File: src/rtl/crc_err_mon.sv
// Error monitor for the CRC checker: counts errors, tracks a leaky-bucket error rate
// and raises a sticky fault request to the safety manager until it is acknowledged.
//
// state    | meaning
// ---------+---------------------------------------------------------------
// OK       | bucket empty, link healthy
// DEGRADED | bucket non-empty and below threshold, errors being leaked away
// FAULT    | bucket hit threshold; fault_req held until fault_ack
module crc_err_mon #(
    parameter int CNT_WIDTH    = 8,
    parameter int BKT_WIDTH    = 4,
    parameter int FAULT_THRESH = 4,
    parameter int WINDOW       = 16
) (
    input  logic                 clk,
    input  logic                 rst,
    input  logic                 chk_valid,
    input  logic                 err_detected,
    input  logic                 fault_ack,
    output logic [CNT_WIDTH-1:0] err_cnt,
    output logic [BKT_WIDTH-1:0] bkt_lvl,
    output logic [1:0]           state,
    output logic                 fault_req
);

    localparam int WIN_W = $clog2(WINDOW + 1);

    localparam logic [1:0] ST_OK    = 2'b00;
    localparam logic [1:0] ST_DEG   = 2'b01;
    localparam logic [1:0] ST_FAULT = 2'b10;

    localparam logic [BKT_WIDTH:0]   THRESH_X = (BKT_WIDTH + 1)'(FAULT_THRESH);
    localparam logic [WIN_W-1:0]     WIN_LAST = WIN_W'(WINDOW);
    localparam logic [CNT_WIDTH-1:0] CNT_MAX  = '1;

    logic [CNT_WIDTH-1:0] err_cnt_q, err_cnt_d;
    logic [BKT_WIDTH-1:0] bkt_q, bkt_d;
    logic [WIN_W-1:0]     win_q, win_d;
    logic [1:0]           state_q, state_d;
    logic                 fault_req_q, fault_req_d;

    logic                 err_sample;
    logic                 clean_sample;
    logic [BKT_WIDTH:0]   bkt_inc;
    logic [WIN_W-1:0]     win_inc;

    assign err_sample   = chk_valid & err_detected;
    assign clean_sample = chk_valid & ~err_detected;
    assign bkt_inc      = {1'b0, bkt_q} + 1'b1;
    assign win_inc      = win_q + 1'b1;

    always_comb begin
        err_cnt_d   = err_cnt_q;
        bkt_d       = bkt_q;
        win_d       = win_q;
        state_d     = state_q;

        // Errors are counted in every state, including FAULT.
        if (err_sample && (err_cnt_q != CNT_MAX)) begin
            err_cnt_d = err_cnt_q + 1'b1;
        end

        case (state_q)
            ST_OK, ST_DEG: begin
                if (err_sample) begin
                    win_d = '0;
                    if (bkt_inc >= THRESH_X) begin
                        bkt_d   = THRESH_X[BKT_WIDTH-1:0];
                        state_d = ST_FAULT;
                    end else begin
                        bkt_d   = bkt_inc[BKT_WIDTH-1:0];
                        state_d = ST_DEG;
                    end
                end else if (clean_sample) begin
                    if (win_inc == WIN_LAST) begin
                        win_d = '0;
                        if (bkt_q != '0) begin
                            bkt_d = bkt_q - 1'b1;
                        end
                    end else begin
                        win_d = win_inc;
                    end
                    state_d = (bkt_d == '0) ? ST_OK : ST_DEG;
                end
            end
            ST_FAULT: begin
                // Ack only counts once fault_req has been visible for a cycle.
                if (fault_ack && fault_req_q) begin
                    bkt_d   = '0;
                    win_d   = '0;
                    state_d = ST_OK;
                end
            end
            default: state_d = ST_OK;
        endcase

        fault_req_d = (state_d == ST_FAULT);
    end

    always_ff @(posedge clk) begin
        if (rst) begin
            err_cnt_q   <= '0;
            bkt_q       <= '0;
            win_q       <= '0;
            state_q     <= ST_OK;
            fault_req_q <= 1'b0;
        end else begin
            err_cnt_q   <= err_cnt_d;
            bkt_q       <= bkt_d;
            win_q       <= win_d;
            state_q     <= state_d;
            fault_req_q <= fault_req_d;
        end
    end

    assign err_cnt   = err_cnt_q;
    assign bkt_lvl   = bkt_q;
    assign state     = state_q;
    assign fault_req = fault_req_q;

    a_req_matches_state: assert property (@(posedge clk) disable iff (rst)
        fault_req_q == (state_q == ST_FAULT));
    a_bkt_bounded: assert property (@(posedge clk) disable iff (rst)
        {1'b0, bkt_q} <= THRESH_X);
    a_state_legal: assert property (@(posedge clk) disable iff (rst)
        state_q != 2'b11);

endmodule

File: config.mk
export PLATFORM = sky130hd
export DESIGN_NAME = crc_err_mon
export DESIGN_NICKNAME = d
export VERILOG_FILES = /design/src/rtl/crc_err_mon.sv
export SDC_FILE = /design/constraint.sdc
export NUM_CORES = 1
export LEC_CHECK = 0
export BUFFER_PORTS_ARGS = -buffer_cell sky130_fd_sc_hd__buf_2
export CELL_PAD_IN_SITES_DETAIL_PLACEMENT = 0
export CELL_PAD_IN_SITES_GLOBAL_PLACEMENT = 1
export CORE_UTILIZATION = 40
export DETAILED_ROUTE_END_ITERATION = 10
export GPL_ROUTABILITY_DRIVEN = 0
export MAX_ROUTING_LAYER = met4
export PLACE_DENSITY = 0.87
export SLEW_MARGIN = 20
export SYNTH_ARGS = -nofsm -noshare
export SYNTH_HDL_FRONTEND = slang
export SYNTH_SLANG_ARGS = --single-unit
File: constraint.sdc
create_clock -name clk -period 4.2 [get_ports clk]
set_input_delay 0.63 -clock clk [delete_from_list [all_inputs] [get_ports clk]]
set_output_delay 0.63 -clock clk [all_outputs]
set_load 0.02 [all_outputs]
======== After elaboration in Yosys (flattened, before gate mapping) ========
Index checks and enable logic that the tools add are counted.
word-level totals
  bits in registers ....................... 20
  bits in latches ......................... 0
  memory bits (writable) .................. 0
  memory bits (read-only) ................. 0
  bits of input ports ..................... 5
  output and inout port bits .............. 15
  logic and storage cells ................. 49
  memories ................................ 0
cells by class
  $add $sub $neg .......................... 4
  multiply operators ...................... 0
  div/mod/pow operators ................... 0
  order comparisons ....................... 1
  equal/unequal tests ..................... 7
  shift operators ......................... 0
  mux-type cells .......................... 21
  bitwise logic cells ..................... 3
  reduce and logical (&&, ||, !) cells .... 8
operators by type and width
  kind                 count
  $mux 4               9
  $mux 5               4
  $pmux 5 s2           1
  $add 8x1->8 const B  1
  $mux 2               4
  $ne 8x8->1 const B   1
  $pmux 4 s2           1
  $add 4x1->5 const B  1
  $add 5x1->5 const B  1
  $eq 5x5->1 const B   1
  $ge 5x3->1 const B   1
  $eq 2x2->1 const B   2
  $logic_not 4->1      1
  $pmux 2 s2           1
  $reduce_bool 4->1    1
  $sub 4x1->4 const B  1
  $ne 3x3->1 const B   1
  $reduce_and 3->1     1
  $and 1x1->1          2
  $eq 2x1->1 const B   1
  $logic_and 1x1->1    2
  $logic_not 2->1      1
  $ne 2x2->1 const B   1
  $reduce_bool 2->1    1
  other kinds (3)      3

======== Logic depth before layout (Yosys ltp) ========
  depth in word-level cells ............... 12
  gate-level depth with buffers ........... 7
  gate-level depth less buffers ........... 7

======== Worst setup path before layout ========
Ideal clock, no wire load.
  path kind ............................... register to register
  start point ............................. register bkt_q[0], in the netlist bkt_lvl[0]
  end point ............................... register bkt_q[1], in the netlist bkt_lvl[1]
  library setup time ...................... 0.122 ns
  arrival ................................. 1.596 ns
  data required time ...................... 4.078 ns
  setup slack ............................. 2.482 ns
  cell stages (with the launch flop) ...... 8
  buffers on the path ..................... 0
  period minus slack after synthesis ...... 1.718 ns
  cells stage by stage .................... dfxtp_1 > inv_1 > ha_1 > nand2b_1 > o21ai_1 > nand2b_1 > and3_1 > a311o_1
between the ends
  word-level cells in the longest chain between the ends .. 9
  elaborated cells on any way between the ends .. 13
  those cells by class .................... 2 x add/sub; 1 x order compare; 9 x mux; 1 x reduce/logical
ends and longest elaborated chain
  item                                              line    source
  start: declaration                                37      logic [BKT_WIDTH-1:0] bkt_q, bkt_d;
  start signal: assignment                          109     bkt_q <= bkt_d;
  $sub 4x1->4 or $reduce_bool 4->1 (tied branches)  78, 77
  $mux 4                                            77      if (bkt_q != '0) begin
  $mux 4                                            75      if (win_inc == WIN_LAST) begin
  $mux 4                                            74      end else if (clean_sample) begin
  $mux 4                                            65      if (err_sample) begin
  $mux 4                                            63      case (state_q)
  $mux 4                                            74
  $mux 4 (*)                                        65
  $pmux 4 s2 (*)                                    63
Every way passes the cells marked *; elsewhere a longest branch is shown, timed or not. The select of a mux whose other input is x is not followed.
A chain may end at the register's enable or synchronous reset.

======== Final worst setup path ========
Same ends and word-level chain as after synthesis.

==> metrics.cfg <==
[outcome]
run_status = completed

[finish]
finalCoreUtilization = 0.487
final_common_cell = sky130_fd_sc_hd__dfxtp_1
mostFrequentLayoutCells = sky130_fd_sc_hd__dfxtp_1, sky130_fd_sc_hd__buf_2, sky130_fd_sc_hd__nor2_1
antenna_cells_inserted = 0
areaGrowthSynthToFinish_pct = 14.8
drive_gt1_frac = 0.213
postLayoutCellArea_mm2 = 0.00134
nets = 165
final.fill_count = 278

[pwr]
power_density_mw_per_mm2 = 303
p_leak_nw = 0.535
internal_power_uw = 311
power_frac_comb = 0.121
power_frac_clock = 0.388
share_of_total_power_in_sequential_cells = 0.492
max-vdd-ir-drop_uv = 272
switching_share = 0.237
power.net_switching_uw = 96.4
fin_total_pwr_uw = 407

[logic_synthesis]
synth_top_area_cell = sky130_fd_sc_hd__dfxtp_1
synth.top_cell.area_share = 0.342
ys_types = 48
synth_seq_area_share = 0.342
synthArstFlopShare = 0
mappedNetlistNets = 144
yosys_register_bits = 20
synth_cells = 135
netlist_top_cells_area = sky130_fd_sc_hd__dfxtp_1, sky130_fd_sc_hd__nor2_1, sky130_fd_sc_hd__ha_1
synth_enable_flop_cells = 0
syn-cell-area_mm2 = 0.00117
postSynthAreaPerCell_um2 = 8.67
yosysWarningCount = 0
ys.flop_type = sky130_fd_sc_hd__dfxtp_1

[worst_setup_path]
crit_path_top_delay_cell = sky130_fd_sc_hd__dfxtp_1
critical-path-top-cell-by-count = sky130_fd_sc_hd__nand2b_1
worst-path-buf-inv = 1
arrival_ps = 1990
critical_path_class = register to register
critPathCaptureType = register
critical_path_peak_fanout = 8
critical_path.startpoint_type = register
cp_top_delay_family = flip-flops
cp_cell_sequence = inv_1, ha_1, nand2b_1, o21ai_1, nand2b_1, and3_1, a311o_1
critical_path.max_stage_delay_ps = 510
worst-endpoint-required_ps = 4400

[drt]
ant_nets = 0
route.vias.total = 1071
detail_route.wirelength_mm = 2.44
initialDrtViolationCount = 24
detailedRoute.firstPassIterationCount = 4
vias_per_cell = 5.76
route.detailed.wl_per_inst_um = 13.1
detail_route.drc_violations = 0

[clock_network]
cts_tree = built
cts_buf_count = 3
insertion_delay_ps = 300
clk_transition_reported_paths_ps = 120
post_cts_resize_count = 0
clock-sinks = 20
cts-root-buf = sky130_fd_sc_hd__clkbuf_4
cts_setup_buffers = 0
cts_hold_buffers = 0
htreeDepth = 1
cts_buffer_depth = 2

[floorplanning]
design.core.area_mm2 = 0.00276
die_width_um = 56.1
dieArea_mm2 = 0.00314
core.rowCount = 19
start_util = 0.424
io_pins = 20
die_height_um = 56.1

[global_route]
largest_net_degree_at_the_start_of_global_routing = 20
grt_pass1_vias = 970
grtUsageTotal = 0.175
initial_antenna_violation_count = 0
global_route.overflow_total = 0
grt_pass1_wl_mm = 4.31

[timing]
tns_ps = 0
worst_pin_slew_ps = 433
final.period_utilization = 0.427
period_minus_slack_ps = 1790
final-setup-viol-count = 0
rsz0062_at_grt = no
timing.fmax_ghz = 0.558
report.final.slew_viol_count = 0
hold_viol_final = 0
fin_worst_skew_ps = 2.98
max-slew-margin-rel = 0.711

[job]
max-cap-violations = 0

[placement]
dpl-instance-area_mm2 = 0.00129
detailed_place_hpwl_mm = 1.83
portBuffers = 19

[worst_hold_path]
min_path_type = register to register

cell families after synthesis:
kind of cell             after synthesis  share of synthesized area
AO/OA/AOI/OAI                         36                      0.229
AND/OR/NAND/NOR                       58                      0.279
adder cells (fa/ha/maj)                4                     0.0428
XOR/XNOR                               6                     0.0449
buffers and inverters                  8                     0.0278
multiplexers                           3                     0.0342
flip-flops                            20                      0.342
Yosys cell counts (2+ instances only):
| master | n |
|---|---|
| sky130_fd_sc_hd__xor2_1 | 3 |
| sky130_fd_sc_hd__ha_1 | 4 |
| sky130_fd_sc_hd__nand3_1 | 3 |
| sky130_fd_sc_hd__buf_2 | 2 |
| sky130_fd_sc_hd__nor2b_1 | 2 |
| sky130_fd_sc_hd__or4b_1 | 2 |
| sky130_fd_sc_hd__mux2_4 | 2 |
| sky130_fd_sc_hd__or3_1 | 2 |
| sky130_fd_sc_hd__o21ai_0 | 4 |
| sky130_fd_sc_hd__nand2b_1 | 7 |
| sky130_fd_sc_hd__xnor2_1 | 3 |
| sky130_fd_sc_hd__a22o_1 | 2 |
| sky130_fd_sc_hd__nor2_1 | 18 |
| sky130_fd_sc_hd__a31oi_1 | 3 |
| sky130_fd_sc_hd__or4_1 | 2 |
| sky130_fd_sc_hd__nand4b_1 | 2 |
| sky130_fd_sc_hd__o21ai_1 | 2 |
| sky130_fd_sc_hd__nand4_1 | 2 |
| sky130_fd_sc_hd__dfxtp_1 | 20 |
| sky130_fd_sc_hd__a21oi_1 | 8 |
| sky130_fd_sc_hd__a22oi_1 | 2 |
| sky130_fd_sc_hd__a21boi_1 | 2 |
| sky130_fd_sc_hd__inv_1 | 5 |
| sky130_fd_sc_hd__nand2_1 | 9 |
worst min-delay path, cell delays in order, from the launching register on:
cell and delay, ps:
sky130_fd_sc_hd__dfxtp_1 350, sky130_fd_sc_hd__o41ai_1 70, sky130_fd_sc_hd__a21oi_1 50
per-stage QoR:
step / setup slack [ps] / hold slack [ps] / std cells
after floorplan: 2480 / 474 / 135
after detailed placement: 2340 / 489 / 182
after CTS: 2380 / 504 / 186
after global placement: 2380 / 467 / 182
after global routing: 2250 / 535 / 186
final: 2410 / 507 / 186
flip-flops by register name, indices dropped and copies added, names as in the netlist:
signal     flops
state          2
fault_req      1
bkt_lvl        4
err_cnt        8
win_q          5
routing by layer:
layer,vias to the layer above,global-route usage,share of wire
li1,541,-,-
met1,505,0.226,0.47
met2,21,0.270,0.48
met3,4,0.0512,0.036
met4,0,0.0453,0.0090
met5,-,-,0
power by group through the flow:
stage	clock network (mW)	logic, mW	registers, mW
floorplan	0	0.0314	0.208
global placement	0	0.0477	0.204
detailed placement	0	0.0494	0.204
CTS	0.162	0.0496	0.200
global route	0.168	0.0561	0.201
finish	0.158	0.0491	0.200
path summary, 6_finish.rpt:
path | from | to | cells after the start | slack [ps]
worst max-delay path | bkt_lvl[0] | bkt_lvl[1] | 7 | 2410
worst min-delay path | err_cnt[6] | err_cnt[6] | 2 | 510
worst max register to register | bkt_lvl[0] | bkt_lvl[1] | 7 | 2410
worst min register to register | err_cnt[6] | err_cnt[6] | 2 | 510
area by class of cell:
cell class                 count  area, um^2  share of cell area
multi-input combinational    107         737               0.549
sequential                    20         400               0.298
timing repair buffer          19        95.1              0.0708
tap                           31        38.8              0.0289
clock inverter                 1        30.0              0.0224
clock buffer                   3        22.5              0.0168
inverter                       5        18.8              0.0140
(Power assumes the default switching activity.)
